## src/rtl/bit_serializer.sv

```systemverilog
// bit_serializer: loads a WIDTH-bit word on a rising edge of `load` and
// shifts it out on ser_out. Each bit is held for TICK_DIV clk cycles. The
// ser_clk output rises halfway through each bit period, so a downstream
// detector can sample mid-bit. The FSM runs IDLE -> SHIFT -> DONE; DONE lasts
// one cycle and pulses `done`.
// Build option: define LSB_FIRST_EN to send din[0] first. The default build
// sends din[WIDTH-1] first. Timing is the same in both builds.
module bit_serializer #(
  parameter int WIDTH    = 8,
  parameter int TICK_DIV = 4000000
) (
  input  logic             clk,
  input  logic             reset,
  input  logic [WIDTH-1:0] din,
  input  logic             load,
  output logic             ser_out,
  output logic             ser_clk,
  output logic             busy,
  output logic             done
);

  localparam int TICK_W = $clog2(TICK_DIV);
  localparam int BIT_W  = $clog2(WIDTH + 1);

  localparam logic [TICK_W-1:0] TICK_LAST = TICK_W'(TICK_DIV - 1);
  localparam logic [TICK_W-1:0] TICK_HALF = TICK_W'(TICK_DIV / 2);
  localparam logic [BIT_W-1:0]  BITS_ALL  = BIT_W'(WIDTH);
  localparam logic [BIT_W-1:0]  BITS_LAST = BIT_W'(1);

  typedef enum logic [1:0] {
    IDLE  = 2'd0,
    SHIFT = 2'd1,
    DONE  = 2'd2
  } state_t;

  state_t             state_q;
  logic [TICK_W-1:0]  tick_q;
  logic [BIT_W-1:0]   bitcnt_q;
  logic [WIDTH-1:0]   shreg_q;
  logic               load_prev_q;
  logic               armed_q;
  logic               ser_out_q;
  logic               ser_clk_q;
  logic               busy_q;
  logic               done_q;

  logic               load_edge_d;
  logic               tick_wrap_d;
  logic [TICK_W-1:0]  tick_d;
  logic [WIDTH-1:0]   shreg_d;
  logic               first_bit_d;
  logic               next_bit_d;

  // armed_q stays low after reset until load has been seen low, so a load
  // level that was already high at reset release is not mistaken for an edge.
  assign load_edge_d = load & ~load_prev_q & armed_q;
  assign tick_wrap_d = (tick_q == TICK_LAST);
  assign tick_d      = tick_wrap_d ? '0 : tick_q + 1'b1;

`ifdef LSB_FIRST_EN
  assign shreg_d     = shreg_q >> 1;
  assign first_bit_d = din[0];
  assign next_bit_d  = shreg_d[0];
`else
  assign shreg_d     = shreg_q << 1;
  assign first_bit_d = din[WIDTH-1];
  assign next_bit_d  = shreg_d[WIDTH-1];
`endif

  // Frame FSM: edge detection, tick/bit counting, and registered outputs.
  always_ff @(posedge clk or posedge reset) begin
    if (reset) begin
      state_q     <= IDLE;
      tick_q      <= '0;
      bitcnt_q    <= '0;
      shreg_q     <= '0;
      load_prev_q <= 1'b0;
      armed_q     <= 1'b0;
      ser_out_q   <= 1'b0;
      ser_clk_q   <= 1'b0;
      busy_q      <= 1'b0;
      done_q      <= 1'b0;
    end else begin
      load_prev_q <= load;
      armed_q     <= armed_q | ~load;
      done_q      <= 1'b0;
      case (state_q)
        IDLE: begin
          if (load_edge_d) begin
            shreg_q   <= din;
            bitcnt_q  <= BITS_ALL;
            tick_q    <= '0;
            ser_out_q <= first_bit_d;
            ser_clk_q <= 1'b0;
            busy_q    <= 1'b1;
            state_q   <= SHIFT;
          end
        end
        SHIFT: begin
          tick_q    <= tick_d;
          // ser_clk tracks the tick value the next cycle will hold, so it
          // stays aligned with the registered ser_out.
          ser_clk_q <= (tick_d >= TICK_HALF);
          if (tick_wrap_d) begin
            shreg_q  <= shreg_d;
            bitcnt_q <= bitcnt_q - 1'b1;
            if (bitcnt_q == BITS_LAST) begin
              ser_out_q <= 1'b0;
              ser_clk_q <= 1'b0;
              done_q    <= 1'b1;
              state_q   <= DONE;
            end else begin
              ser_out_q <= next_bit_d;
            end
          end
        end
        DONE: begin
          // A load edge arriving in this cycle is dropped on purpose.
          tick_q    <= '0;
          ser_out_q <= 1'b0;
          ser_clk_q <= 1'b0;
          busy_q    <= 1'b0;
          state_q   <= IDLE;
        end
        default: begin
          tick_q    <= '0;
          ser_out_q <= 1'b0;
          ser_clk_q <= 1'b0;
          busy_q    <= 1'b0;
          state_q   <= IDLE;
        end
      endcase
    end
  end

  assign ser_out = ser_out_q;
  assign ser_clk = ser_clk_q;
  assign busy    = busy_q;
  assign done    = done_q;

endmodule

```

## config.mk

```make
export PLATFORM = sky130hd
export DESIGN_NAME = bit_serializer
export DESIGN_NICKNAME = d
export VERILOG_FILES = /design/src/rtl/bit_serializer.sv
export SDC_FILE = /design/constraint.sdc
export NUM_CORES = 1
export LEC_CHECK = 0
export CAP_MARGIN = 20
export CORE_ASPECT_RATIO = 1.1
export CORE_MARGIN = 2
export CORE_UTILIZATION = 45
export CTS_CLUSTER_DIAMETER = 80
export CTS_CLUSTER_SIZE = 24
export DETAILED_ROUTE_END_ITERATION = 10
export GPL_TIMING_DRIVEN = 0
export PLACE_DENSITY = 0.63
export SYNTH_ARGS = -nofsm -noshare
export SYNTH_HDL_FRONTEND = slang
export SYNTH_SLANG_ARGS = --single-unit
```

## constraint.sdc

```tcl
create_clock -name clk -period 2.64 [get_ports clk]
set_clock_uncertainty 0.2 [all_clocks]
set_input_delay 0.528 -clock clk [delete_from_list [all_inputs] [get_ports clk]]
set_output_delay 0.528 -clock clk [all_outputs]
set_load 0.005 [all_outputs]
```

# After elaboration in Yosys (flattened, before gate mapping)
# Cells that the tools add are included.
[op_classes] addsub=2 n_reduce_logical=6 order_cmp=1 eq_ne=6 n_mux=26 bitwise_logic=6
[ops] operator="$mux 22" n=2
[ops] operator="$pmux 22 s2" n=1
[ops] operator="$add 22x1->22 const B" n=1
[ops] operator="$eq 22x22->1 const B" n=1
[ops] operator="$ge 22x21->1 const B" n=1
[ops] operator="$mux 7" n=2
[ops] operator="$pmux 7 s2" n=1
[ops] operator="$mux 1" n=10
[ops] operator="$mux 4" n=2
[ops] operator="$pmux 4 s2" n=1
[ops] operator="$mux 2" n=3
[ops] operator="$ne 2x2->1 const B" n=3
[ops] operator="$pmux 1 s2" n=3
[ops] operator="$reduce_and 3->1" n=2
[ops] operator="$eq 4x1->1 const B" n=1
[ops] operator="$pmux 2 s2" n=1
[ops] operator="$reduce_and 2->1" n=2
[ops] operator="$sub 4x1->4 const B" n=1
[ops] operator="$not 1->1" n=3
[ops] operator="$and 1x1->1" n=2
[ops] operator="$eq 2x1->1 const B" n=1
[ops] operator="$logic_not 2->1" n=1
[ops] operator="$reduce_bool 2->1" n=1
[ops] operator="$or 1x1->1" n=1
[totals] out_inout_bits=4 input_bits=11 wordCells=57 reg_bits=41

# Longest topological paths before layout
# Gate-level depths: netlist of run 1.
[depth] ltp_word=6 ltp_mapped=9 depth_no_buf=7

# Least setup slack after synthesis of run 1
# Ideal clock, no wire load.
[synth_path] path_type="reg2reg" start="register tick_q[0]" end="register shreg_q[1]" setup_slack_ns=0.230 stages_incl_launch_ff=10 required_time_ns=2.359 period_less_slack_ns=2.410 setup_time_ns=0.081 t_arrival_ns=2.129 cell_sequence="dfrtp_1 ha_1 nand3_2 or3_1 buf_2 o21ai_4 nor3b_4 buf_6 nor2_2 a31oi_2"
[synth_via] elab_chain_len=3
[synth_lines] element="from (decl)" line_no="37" text="logic [TICK_W-1:0] tick_q;"
[synth_lines] element="from (signal assigned)" line_no="100" text="tick_q <= tick_d;"
[synth_lines] element="$eq 22x22->1" line_no="57" text="assign tick_wrap_d = (tick_q == TICK_LAST);"
[synth_lines] element="$ne 2x2->1 (no source line)"
[synth_lines] element="$reduce_and 3->1 (no source line)"
[synth_lines] element="to (signal assigned)" line_no="90" text="shreg_q <= din;"
[synth_lines] element="to (signal assigned)" line_no="105" text="shreg_q <= shreg_d;"
[synth_lines] element="to (decl)" line_no="39" text="logic [WIDTH-1:0] shreg_q;"
# Every way passes these cells.
# A chain may end at the register's enable or synchronous reset.

# Worst setup path after layout of run 1
[layout_path] start="register tick_q[0]" end="register shreg_q[5]"
# The elaborated chain is that of the path after synthesis.

==> results.yml, run 1 <==
logic_synthesis:
  yosysUniqueCellTypes: 46
  synth_top_cells_by_count: "dfrtp_1 (41), nand2_1 (37), o21ai_0 (30)"
  synth-edff-count: 0
  synth_top_area_share_pct: 45.40
  ys_seq_area_share_pct: 45.40
  synth_simple_gate_area_share_pct: 26.47
  syn_area_um2: 2260
  synthXorXnorAreaFrac_pct: 2.326
  avgSynthCellArea_um2: 8.792
  synth_most_common_cell: "dfrtp_1"
  yosysTopAreaCell: "dfrtp_1"
  synthAdderAreaFrac_pct: 1.661
  syn_nets: 271
  synthArstFlopShare_pct: 100.0
  ys_seq_elements: 41
  dominantRegCellSynth: "dfrtp_1"
  yosysWarnings: 0
  synth_compound_area_share_pct: 19.05
  synthCells: 257
  synth_area_leaders: "dfrtp_1 (45%), o21ai_0 (6.6%), nand2_1 (6.1%)"
  synth_top_family_by_area: "simple AND/OR/NAND/NOR gates"
  synth_mux_area_share_pct: 1.384
cts:
  clock_sinks: 41
  cts_tree: "done"
  path_clk_slew_ns: 0.08
  clock_latency_ns: 0.30
  cts_inserted_buffers: 5
  root_buffer: "clkbuf_8"
  htreeDepth: 2
  ctsHoldBuffers: 0
  max-clock-path-buffers: 2
global_route:
  gr-total-overflow: 0
  grt_pass1_wl_mm: 9.045
  grtUsageTotal_pct: 20.54
  antenna_found_initial: 0
  grt_max_degree: 42
  grt_pass1_vias: 1900
min_path:
  min-delay-start: "armed_q$_DFF_PP0_"
  min_to: "armed_q$_DFF_PP0_"
  min_path_cells: 1
  hold_path_class: "flip-flop to flip-flop"
run_status:
  status: "completed"
power_and_ir_drop:
  p_switching_uw: 258.2
  ir_drop_mv: 0.2268
  swShare_pct: 23.85
  pwr-share-comb_pct: 2.7
  leakage_uw: 0.0009644
  power.share.clock_pct: 39.3
  internal_power_uw: 824.6
  power_density_nw_per_um2: 408.8
  p_seq_share_pct: 58.0
routing:
  firstDrtPassIters: 4
  viasPerCell: 5.883
  wl_mm: 5.374
  drtAntennaViolNets: 0
  drc: 0
  drt_iter0_drc: 116
  dr_total_vias: 2006
  drt-wirelength-per-cell_um: 15.76
sta:
  setup_viol: 0
  worst_pin_slew_ns: 0.8603
  fmax_ghz: 0.3987
  period_share_pct: 95.01
  hold_violations: 0
  slew_violations: 0
  rsz0062_at_grt: "yes"
  whs_ns: 0.2742
  relSlewSlack_pct: 42.57
  fin_crit_ns: 2.508
layout:
  nNetsFinal: 296
  fin_util_pct: 53.70
  antenna_cells: 0
  drive_above_1_share_pct: 9.894
  syn_to_final_growth_pct: 17.22
worst_setup_path:
  rrSetupSlack_ns: 0.13
  cp_max_fo: 8
  ff2ff_path_depth: 9
  cp.required_ns: 2.66
  end_kind: "flip-flop"
  crit_type: "flip-flop to flip-flop"
  rr_startpoint: "tick_q[0]$_DFFE_PP0P_"
  arrival_ns: 2.53
  r2r_end: "shreg_q[5]$_DFFE_PP0P_"
  startpoint_type: "flip-flop"
placed_design:
  port-buffer-count: 14
  dpl.hpwl_mm: 3.598
  gp_congestion: 0.8178
die:
  io_pins: 15
  die-area_um2: 5605
  die_h_um: 78.32
  num_rows: 27
  die_w_um: 71.57
  start_util_pct: 45.81
  core_um2: 4932
job:
  cap_violations: 0
==> metal layers <==
| layer | GRT usage [%] | share of wire [%] |
|---|---|---|
| met5 | 0 | 0 |
| met2 | 33.33 | 48 |
| met1 | 27.23 | 46 |
| met3 | 4.365 | 4.6 |
| met4 | 6.792 | 1.2 |
==> logic make-up (layout without fill, tap and decap cells) <==
kind of cell / Yosys count / in the layout
xor+xnor: 6 / 6
fa+ha+maj: 3 / 3
flops: 41 / 41
mux: 3 / 3
buf+inv: 20 / 46
simple gates: 117 / 117
compound gates: 67 / 67
==> flip-flops by register name, summed over array words and instances, names as in the netlist, 2 cells and up <==
name,count
tick_q,22
bitcnt_q,4
shreg_q,7
state_q,2
==> timing repair <==
action	CTS	global route
pin swaps	1	2
setup endpoints to repair	31	17
buffers inserted	3	1
gates cloned	0	0
gates resized for setup	3	6
==> worst max-delay path by stage <==
stage                                startpoint                endpoint
final                     tick_q[0]$_DFFE_PP0P_  shreg_q[5]$_DFFE_PP0P_
after global placement                     load   tick_q[5]$_DFFE_PP0P_
after CTS                 tick_q[0]$_DFFE_PP0P_     ser_clk$_DFFE_PP0P_
after detailed placement                   load  tick_q[18]$_DFFE_PP0P_
after global routing      tick_q[9]$_DFFE_PP0P_  tick_q[19]$_DFFE_PP0P_
after floorplan           tick_q[0]$_DFFE_PP0P_  shreg_q[1]$_DFFE_PP0P_
==> worst max-delay path, stage by stage (launching register included) <==
cell and delay (ns):
dfrtp_1 0.46, ha_4 0.19, nand3_4 0.14, or3_1 0.39, buf_2 0.16, o21ai_4 0.19
nor3b_4 0.33, buf_4 0.19, nor2_1 0.04, a31oi_1 0.14
==> area by class of cell <==
type | instances | area, um^2
clock inverter | 3 | 17.52
tap | 58 | 72.57
sequential | 41 | 1026
multi-input combinational | 196 | 1210
buffer | 14 | 61.31
timing repair buffer | 18 | 170.2
fill | 478 | 2283
clock buffer | 5 | 68.82
inverter | 6 | 22.52
==> per-stage QoR <==
step	area (um^2)	TNS (ns)	instances	power, uW	setup WS [ns]
2_1_floorplan	2260	0	257	651.5	0.2299
3_3_place_gp	2472	-8.656	329	670.7	-0.4157
3_5_place_dp	2472	-10.03	329	670.8	-0.4425
4_1_cts	2601	0	340	1094	0.03055
5_1_grt	2649	-0.05701	341	1121	-0.03809
6_report	2649	0	341	1083	0.1319
==> cell usage in the layout, fill, tap and decap left out, drive strengths merged, types with 6 or more instances in the layout <==
cell / n
dfrtp: 41
nand2: 37
o21ai: 31
nor2: 29
clkbuf: 17
clkdlybuf4s50: 14
a31oi: 10
nand3: 10
nor3: 8
o31ai: 7
inv: 6
buf: 6
nor4: 6
==> power groups by stage <==
stage	logic [uW]	clock network, uW	registers, uW
finish	29.0	425	629
global route	32.7	460	629
CTS	30.0	435	629
detailed placement	29.7	0	641
global placement	29.6	0	641
floorplan	10.5	0	641
(Power assumes the default switching activity.)
==> run 2: changes to the inputs <==
--- a/config.mk
+++ b/config.mk
@@ -5,7 +5,6 @@
 export SDC_FILE = /design/constraint.sdc
 export NUM_CORES = 1
 export LEC_CHECK = 0
-export CAP_MARGIN = 20
 export CORE_ASPECT_RATIO = 1.1
 export CORE_MARGIN = 2
 export CORE_UTILIZATION = 45
==> results of run 2 <==
The final DEF is identical to that of run 1; final timing and power are the same.
==> run 3: changes to the inputs <==
--- a/config.mk
+++ b/config.mk
@@ -13,6 +13,8 @@
 export DETAILED_ROUTE_END_ITERATION = 10
 export GPL_TIMING_DRIVEN = 0
 export PLACE_DENSITY = 0.63
+export RECOVER_POWER = 100
+export SLEW_MARGIN = 30
 export SYNTH_ARGS = -nofsm -noshare
 export SYNTH_HDL_FRONTEND = slang
 export SYNTH_SLANG_ARGS = --single-unit
==> run 3 against run 2 <==
  * Sequential power hardly changed
  * Clock-buffer cell count is 1 higher
  * Register-to-register slack better by 0.02 ns
  * Highest routed layer unchanged
  * Setup slack better by 0.022 ns
  * Non-clock buffer count is 1 higher
  * Critical path type unchanged
  * Clock power is 28% higher
  * Sequential share of layout area is 0.65 points lower
  * Largest cell class unchanged
  * Wire length hardly changed
  * Flip-flop and latch count stayed put
  * Worst hold slack hardly changed
  * Power is 11% higher
  * Cell count is 0.29% higher
==> results.yml, run 3 (synthesis gave the netlist of run 1 again) <==
run_status:
  status: "completed"
worst_setup_path:
  rrSetupSlack_ns: 0.15
  crit_type: "flip-flop to flip-flop"
  cp_max_fo: 8
  critical-path-max-stage-delay_ns: 0.46
  crit_chain: "ha_4 > nand3_4 > or3_1 > buf_2 > o21ai_4 > nor3b_4 > buf_4 > nor2_1 > a31oi_1"
  startpoint_type: "flip-flop"
  slowest_stage: "dfrtp_1"
  cp.required_ns: 2.66
  rr_startpoint: "tick_q[0]$_DFFE_PP0P_"
  end_kind: "flip-flop"
  cp-startpoint: "tick_q[0]$_DFFE_PP0P_"
  arrival_ns: 2.50
cts:
  cts_tree: "done"
  clock_sinks: 41
  clock_latency_ns: 0.30
  max-clock-path-buffers: 2
  htreeDepth: 2
  root_buffer: "clkbuf_8"
  path_clk_slew_ns: 0.09
  cts_inserted_buffers: 5
sta:
  rsz0062_at_grt: "yes"
  fin_crit_ns: 2.486
  slew_violations: 0
  worst_pin_slew_ns: 0.6797
  period_share_pct: 94.18
  fmax_ghz: 0.4022
  hold_violations: 0
  setup_viol: 0
  relSlewSlack_pct: 54.69
layout:
  nNetsFinal: 297
  reg_top3: "tick_q (22), shreg_q (7), bitcnt_q (4)"
  final_cell_mix: "dfrtp_1 (40), nand2_1 (37), o21ai_0 (30)"
  multi_input_area_um2: 1219
  fillers: 461
  layout_commonest_cell: "dfrtp_1"
  drive_above_1_share_pct: 10.21
  largest_register_ffs: 22
  antenna_cells: 0
  fin_util_pct: 54.69
  syn_to_final_growth_pct: 19.38
  final_cells: 342
  top_register: "tick_q"
  seq_area_um2: 1027
min_path:
  min-delay-start: "armed_q$_DFF_PP0_"
  hold_path_class: "flip-flop to flip-flop"
die:
  start_util_pct: 45.81
  die-area_um2: 5605
  die_h_um: 78.32
  io_pins: 15
  die_w_um: 71.57
  num_rows: 27
  core_um2: 4932
routing:
  drt_iter0_drc: 98
  drt-wirelength-per-cell_um: 15.71
  drt-met1-wl_mm: 2.405
  drc: 0
  viasPerCell: 5.877
  route.met3.wl_um: 247
  dr_wl_met2_mm: 2.634
  drtAntennaViolNets: 0
  wl_mm: 5.373
  dr_total_vias: 2010
  firstDrtPassIters: 6
  top_layer_used: "met4"
placed_design:
  gp_congestion: 0.8178
  dpl.hpwl_mm: 3.665
  dp_cells: 330
  port-buffer-count: 14
job:
  cap_violations: 0
power_and_ir_drop:
  power_density_nw_per_um2: 445.7
  leakage_uw: 0.0009845
  ir_drop_mv: 0.1903
global_route:
  grt_pass1_wl_mm: 9.135
  grt_pass1_vias: 1918
  grt_max_degree: 28
  antenna_found_initial: 0
  grtUsageTotal_pct: 20.77
  gr-total-overflow: 0
[run 3: stage by stage]
step	total power (uW)	hold WS [ns]	TNS [ns]	setup slack [ns]	instance area [um^2]
floorplan	651.5	0.2350	0	0.2299	2260
global placement	670.7	0.2498	-8.656	-0.4157	2472
detailed placement	674.4	0.2536	-1.738	-0.1597	2497
CTS	1218	0.2782	0	0.04621	2655
global route	1244	0.3089	-0.003912	-0.003912	2698
finish	1202	0.2740	0	0.1536	2698
[run 3: final cells by class]
class                      count  share of cell area, %
buffer                        14                  2.273
clock buffer                   6                  3.061
clock inverter                 2                  1.391
inverter                       6                 0.8349
multi-input combinational    196                  45.18
sequential                    41                  38.08
tap                           58                  2.690
timing repair buffer          19                  6.493
[run 3: what timing repair did]
action                                 4_1_cts  5_1_grt
resized for setup                            2        8
hold buffers                                 0        0
endpoints found under the hold margin        0        0
setup endpoints to repair                   11       19
buffers inserted                             3        1
pin swaps                                    1        3
[run 3: critical path, delay by kind of cell, from the launching register on]
family,cells,cell delay (ns)
AND/OR/NAND/NOR,4,0.89
flip-flops,1,0.46
buffers and inverters,2,0.35
AO/OA/AOI/OAI,2,0.32
adder cells (fa/ha/maj),1,0.19
[run 3: path summary, 6_finish.rpt]
check / to / cells past startpoint
worst min register to register: armed_q$_DFF_PP0_ / 1
worst max register to register: shreg_q[5]$_DFFE_PP0P_ / 9
worst min-delay path: armed_q$_DFF_PP0_ / 1
worst max-delay path: shreg_q[5]$_DFFE_PP0P_ / 9
min in group asynchronous: tick_q[7]$_DFFE_PP0P_ / 2
max in group asynchronous: shreg_q[3]$_DFFE_PP0P_ / 3
[run 3: power breakdown]
group | switching [uW] | internal [uW] | leakage (uW)
clock network | 237 | 308 | 0.0000574
logic | 15.4 | 13.4 | 0.000481
registers | 0.410 | 628 | 0.000446
[run 3: routing by layer]
layer	global-route usage, %	vias to the layer above
met4	6.604	0
met2	34.35	47
met5	0	-
li1	-	983
met1	27.27	971
met3	4.108	9
